## config.mk

```make
export PLATFORM = sky130hd
export DESIGN_NAME = sfp_row_seq
export DESIGN_NICKNAME = d
export VERILOG_FILES = /design/src/rtl/sfp_row_seq.sv
export SDC_FILE = /design/constraint.sdc
export NUM_CORES = 1
export LEC_CHECK = 0
export CORE_MARGIN = 3
export CORE_UTILIZATION = 51
export DETAILED_ROUTE_END_ITERATION = 7
export GPL_TIMING_DRIVEN = 0
export PLACE_DENSITY = 0.77
export SYNTH_ARGS = -nofsm -noshare
export SYNTH_HDL_FRONTEND = slang
export SYNTH_SLANG_ARGS = --single-unit
```

## constraint.sdc

```tcl
create_clock -name clk -period 2.2 [get_ports clk]
set_clock_uncertainty 0.15 [all_clocks]
set_input_delay 0.33 -clock clk [delete_from_list [all_inputs] [get_ports clk]]
set_output_delay 0.33 -clock clk [all_outputs]
set_load 0.02 [all_outputs]
```

## src/rtl/sfp_row_seq.sv

```systemverilog
// sfp_row_seq: per-core sequencer for one SFP normalisation row.
// Each row goes through: FIFO pop, accumulate, a sum handshake with the peer
// core, a divide, and an output write. A bypass pass pops and writes only.
// Optional feature macro: SFP_SEQ_TIMEOUT_EN adds a watchdog on the SYNC and
// DIV waits. When it fires, err is set and stays set until reset.
// Every output comes from a flop that is loaded from the next-state
// decode. Each output therefore lines up with the state it belongs to, and
// no path runs combinationally from an input to an output.
module sfp_row_seq #(
    parameter int ROWS     = 8,
    parameter int ADDR_W   = 4,
    parameter int ACC_LAT  = 3,
    parameter int NORM_LAT = 2,
    parameter int TMO      = 64
) (
    input  logic              clk,
    input  logic              reset,
    input  logic              start,
    input  logic              bypass,
    input  logic              ofifo_valid,
    output logic              ofifo_rd,
    output logic              acc,
    output logic              div,
    output logic              pass_through,
    output logic              row_clr,
    output logic              sum_rdy,
    input  logic              peer_sum_rdy,
    input  logic              sfp_valid,
    output logic              out_wr,
    output logic [ADDR_W-1:0] out_addr,
    output logic              busy,
    output logic              done,
    output logic              err
);

    typedef enum logic [2:0] {
        ST_IDLE  = 3'd0,
        ST_FETCH = 3'd1,
        ST_ACC   = 3'd2,
        ST_SYNC  = 3'd3,
        ST_NORM  = 3'd4,
        ST_DIV   = 3'd5,
        ST_WRITE = 3'd6,
        ST_CLR   = 3'd7
    } state_t;

    localparam logic [ADDR_W-1:0] LAST_ROW = ADDR_W'(ROWS - 1);
    // acc is held for ACC_LAT+1 cycles: the FIFO read cycle plus the adder tree.
    localparam logic [7:0]        ACC_END  = 8'(ACC_LAT);
    localparam logic [7:0]        NORM_END = 8'(NORM_LAT - 1);

    state_t              state_r, state_s;
    logic [ADDR_W-1:0]   row_r, row_s;
    logic                bypass_r, bypass_s;
    logic                err_r, err_s;
    logic [7:0]          phase_r;
    logic                done_s, rd_s;
    logic                tmo_hit_s;

    logic                ofifo_rd_r, acc_r, div_r, pass_r, clr_r, sum_rdy_r;
    logic                out_wr_r, busy_r, done_r;
    logic [ADDR_W-1:0]   out_addr_r;

`ifdef SFP_SEQ_TIMEOUT_EN
    localparam int               TMO_W   = $clog2(TMO) + 1;
    localparam logic [TMO_W-1:0] TMO_END = TMO_W'(TMO - 1);
    logic [TMO_W-1:0] tmo_cnt_r;

    // Count the cycles spent waiting in SYNC or DIV. The count restarts on every state change.
    always_ff @(posedge clk) begin
        if (reset) begin
            tmo_cnt_r <= {TMO_W{1'b0}};
        end else if (state_s != state_r) begin
            tmo_cnt_r <= {TMO_W{1'b0}};
        end else if ((state_r == ST_SYNC) || (state_r == ST_DIV)) begin
            tmo_cnt_r <= tmo_cnt_r + TMO_W'(1);
        end else begin
            tmo_cnt_r <= {TMO_W{1'b0}};
        end
    end

    assign tmo_hit_s = (tmo_cnt_r == TMO_END);
`else
    assign tmo_hit_s = 1'b0;
`endif

    // Count the cycles spent in the current state. ACC and NORM use this count to time their length.
    always_ff @(posedge clk) begin
        if (reset) begin
            phase_r <= 8'd0;
        end else if (state_s != state_r) begin
            phase_r <= 8'd0;
        end else begin
            phase_r <= phase_r + 8'd1;
        end
    end

    // State register and pass context: row counter, latched bypass, sticky err.
    always_ff @(posedge clk) begin
        if (reset) begin
            state_r  <= ST_IDLE;
            row_r    <= {ADDR_W{1'b0}};
            bypass_r <= 1'b0;
            err_r    <= 1'b0;
        end else begin
            state_r  <= state_s;
            row_r    <= row_s;
            bypass_r <= bypass_s;
            err_r    <= err_s;
        end
    end

    // Next-state logic, and the pulses that depend on the transition taken.
    always_comb begin
        state_s  = state_r;
        row_s    = row_r;
        bypass_s = bypass_r;
        err_s    = err_r;
        done_s   = 1'b0;
        rd_s     = 1'b0;
        case (state_r)
            ST_IDLE: begin
                if (start) begin
                    bypass_s = bypass;
                    row_s    = {ADDR_W{1'b0}};
                    state_s  = ST_FETCH;
                end else begin
                    state_s  = ST_IDLE;
                end
            end
            ST_FETCH: begin
                if (ofifo_valid) begin
                    rd_s    = 1'b1;
                    state_s = bypass_r ? ST_WRITE : ST_ACC;
                end else begin
                    state_s = ST_FETCH;
                end
            end
            ST_ACC: begin
                if (phase_r == ACC_END) begin
                    state_s = ST_SYNC;
                end else begin
                    state_s = ST_ACC;
                end
            end
            ST_SYNC: begin
                if (peer_sum_rdy) begin
                    state_s = ST_NORM;
                end else if (tmo_hit_s) begin
                    err_s   = 1'b1;
                    state_s = ST_IDLE;
                end else begin
                    state_s = ST_SYNC;
                end
            end
            ST_NORM: begin
                if (phase_r == NORM_END) begin
                    state_s = ST_DIV;
                end else begin
                    state_s = ST_NORM;
                end
            end
            ST_DIV: begin
                if (sfp_valid) begin
                    state_s = ST_WRITE;
                end else if (tmo_hit_s) begin
                    err_s   = 1'b1;
                    state_s = ST_IDLE;
                end else begin
                    state_s = ST_DIV;
                end
            end
            ST_WRITE: begin
                if (!bypass_r) begin
                    state_s = ST_CLR;
                end else if (row_r == LAST_ROW) begin
                    done_s  = 1'b1;
                    row_s   = {ADDR_W{1'b0}};
                    state_s = ST_IDLE;
                end else begin
                    row_s   = row_r + ADDR_W'(1);
                    state_s = ST_FETCH;
                end
            end
            ST_CLR: begin
                if (row_r == LAST_ROW) begin
                    done_s  = 1'b1;
                    row_s   = {ADDR_W{1'b0}};
                    state_s = ST_IDLE;
                end else begin
                    row_s   = row_r + ADDR_W'(1);
                    state_s = ST_FETCH;
                end
            end
            default: begin
                state_s = ST_IDLE;
            end
        endcase
    end

    // Output flops. Each one is loaded from the decoded next state, so it is high in the same cycle as its state.
    always_ff @(posedge clk) begin
        if (reset) begin
            ofifo_rd_r <= 1'b0;
            acc_r      <= 1'b0;
            div_r      <= 1'b0;
            pass_r     <= 1'b0;
            clr_r      <= 1'b0;
            sum_rdy_r  <= 1'b0;
            out_wr_r   <= 1'b0;
            out_addr_r <= {ADDR_W{1'b0}};
            busy_r     <= 1'b0;
            done_r     <= 1'b0;
        end else begin
            ofifo_rd_r <= rd_s;
            acc_r      <= (state_s == ST_ACC);
            div_r      <= (state_s == ST_DIV);
            pass_r     <= (state_s != ST_IDLE) && bypass_s;
            clr_r      <= (state_s == ST_CLR);
            sum_rdy_r  <= (state_s == ST_SYNC);
            out_wr_r   <= (state_s == ST_WRITE);
            out_addr_r <= (state_s == ST_WRITE) ? row_s : {ADDR_W{1'b0}};
            busy_r     <= (state_s != ST_IDLE);
            done_r     <= done_s;
        end
    end

    assign ofifo_rd     = ofifo_rd_r;
    assign acc          = acc_r;
    assign div          = div_r;
    assign pass_through = pass_r;
    assign row_clr      = clr_r;
    assign sum_rdy      = sum_rdy_r;
    assign out_wr       = out_wr_r;
    assign out_addr     = out_addr_r;
    assign busy         = busy_r;
    assign done         = done_r;
    assign err          = err_r;

endmodule

```

==> metrics.txt <==
status=finished, final reports clean; Post-CTS Hold Buffers=0; Final ANT Viol Nets=0; Slew @ Worst Pin=between 500 and 600 ps; post-CTS setup buffers=0; Chip Height=about 56 um; PD cells=834 mW/mm^2; total number of vias=1108; pin count of the biggest net entering global routing=11; Final GP Congestion=around 0.88; worst-path maximum fanout=8; hold path endpoint=phase_r[0]; Tcrit/Tclk final=between 90% and 100%; CTS root buffer=clkbuf_4; RSZ-0062 raised after global routing=no; HP Class=flop to flop; layout cells sized above 1=roughly 11%; wirelength, routed=between 2 and 3 mm; max cap viols=0; n_diodes=0; Core Region=about 0.0023 sq mm; clock sinks=29; Worst setup SP type=flop; Hold Path Stages=1; YS warnings=0; fillers=around 190; Worst EP arrival=approximately 2100 ps; fmax=498 MHz; Area Overhead vs Synth=21.2%; Power, Total=between 1 and 1.5 mW; # DRC=0; hold path startpoint=phase_r[0]; 1st-pass router iterations=4; Synth Area per Inst=around 9.7 sq um; WS Path Type=flop to flop; Die Area=roughly 0.0032 sq mm; IO Pins=21; relative slew slack=64.6%; Req. time, crit path=roughly 2300 ps; CP Capture Type=flop; Post-layout nets=169; Finish-stage setup viols=0; EDFF count, synth=0; Num CTS Buffers=5; count of cell types in the netlist=46; Initial DRC Count=12; die width=56.4 um; Final Instance Area=~0.0016 sq mm; PostCTS Resize Cnt=0; predominant post-synthesis flop cell=dfxtp_1; initial antenna violation count=0; Initial Util=a little under three fifths; async set-reset flop share out of synthesis=0%; vias per cell=just under 6; fin. max-slew vios=0; post-synth net total=roughly 140; global-route wire length before repair=about 4.7 mm; routed wire length per instance=approximately 15 um; R2R Path Start=state_r[2]; reg2reg setup slack=190 ps; CTS tree=yes; htree depth=2; sequential share of the synthesized area=44.9%; Leak=approximately 0.58 nW; Mapped Cells=roughly 130; minimum clock period=roughly 2000 ps; clock-pin transition on the worst setup and hold timing paths=80 ps; RR Endpoint=phase_r[1]; GR Overflow Total=0; Port Buffers=19; Tot GR Track Use=about a fifth; Std-Cell Rows=17; Max Buffers Root-to-Sink=2; HPWL Detailed=just over 2 mm; post-synthesis cell area=between 0.001 and 0.0015 sq mm; register bit total from synthesis=29; FF-to-FF path depth=4; number of global-route vias before repair=between 1000 and 1500; Final Hold Fails=0; clock latency on the worst-skew pair=320 ps; Max VDD drop=0.594 mV; placed cell area=approximately 0.0015 sq mm
## Yosys cell counts (all sizes together) (2+ instances only)
cell type  instances  area, sq um
nor4               3         25.0
nand3              4         20.0
a32oi              2         17.5
buf                7         40.0
and3b              2         17.5
mux2               2         26.3
mux2i              2         20.0
xnor2              2         17.5
nand2b             2         12.5
nand2              6         22.5
nor2b              3         18.8
and2               2         12.5
a311oi             2         17.5
dfxtp             29          581
inv                4         15.0
nor4b              4         41.3
a21oi              3         15.0
o211a              2         20.0
nor3b              2         15.0
ha                 2         25.0
nor2              12         45.0
xor2               4         35.0
a211oi             8         60.1
o211ai             3         27.5
nor3               6         30.0
## worst max path at each step
stage | start | end | slack (ps) | depth (start not counted)
after floorplan | state_r[2] | phase_r[0] | 440 | 4
after global placement | ofifo_valid | phase_r[0] | -40 | 5
after detailed placement | ofifo_valid | phase_r[7] | -110 | 5
after CTS | state_r[2] | phase_r[1] | 200 | 4
after global routing | state_r[0] | out_addr[3] | 0.5 | 5
final | state_r[2] | phase_r[1] | 190 | 4
## layout make-up
cell class	count	area (sq um)	area share [%]
well taps	28	35.0	2.23
multi-input cells	93	654	41.7
flip-flops and latches	29	581	37.0
inverters	4	15.0	0.958
repair buffers	19	190	12.1
plain buffers	8	43.8	2.79
clock buffers	8	48.8	3.11
## worst max-delay path, stage by stage (launching register included)
cell      delay (ps)
dfxtp_1          460
mux2_4           350
mux2_2           270
a221o_1          420
a211oi_1         270
## registers in the layout, indices dropped and copies added (netlist names), 3 cells and up
register / flops
row_r: 4
phase_r: 8
state_r: 3
out_addr: 4
## through the flow
step | worst slack (ps) | util [%] | hold WS, ps | cells | TNS [ps]
2_1_floorplan | 436 | - | 260 | 134 | 0
3_3_place_gp | -36.6 | 65.5 | 330 | 181 | -200
3_5_place_dp | -114 | 65.5 | 339 | 181 | -620
4_1_cts | 201 | 67.6 | 352 | 189 | 0
5_1_grt | 0.488 | 67.6 | 371 | 189 | 0
6_report | 192 | 67.6 | 353 | 189 | 0
## logic make-up after synthesis
group	Yosys count	synth area share [%]
compound gates	30	18.3
xor+xnor	6	4.06
fa+ha+maj	2	1.93
buf+inv	12	4.54
flops	29	44.9
mux	4	3.58
other cells	1	0.290
simple gates	50	22.4
## cells in the final DEF (no fill, tap or decap), types with 3 or more instances in the layout
| cell | count |
|---|---|
| dfxtp_1 | 29 |
| clkdlybuf4s50_1 | 19 |
| nor2_1 | 12 |
| a211oi_1 | 8 |
| nand2_1 | 6 |
| nor3_1 | 6 |
| buf_2 | 5 |
| clkbuf_4 | 5 |
| inv_1 | 4 |
| clkbuf_1 | 4 |
| nand3_1 | 4 |
| xor2_1 | 4 |
| a21oi_1 | 3 |
| nor4b_1 | 3 |
| nor2b_1 | 3 |
## where the power goes
group	internal (mW)	total, mW	switching, mW
Combinational	0.170	0.409	0.239
Sequential	0.571	0.606	0.0348
Clock	0.127	0.293	0.166
Total	0.868	1.31	0.440
## routing by layer
layer	wire (um)	up-vias	global-route usage [%]
met1	1360	513	25.0
met2	1180	33	27.7
li1	-	555	-
met4	49	0	8.14
met5	0	-	0
met3	202	7	9.43
(Power assumes the default switching activity.)
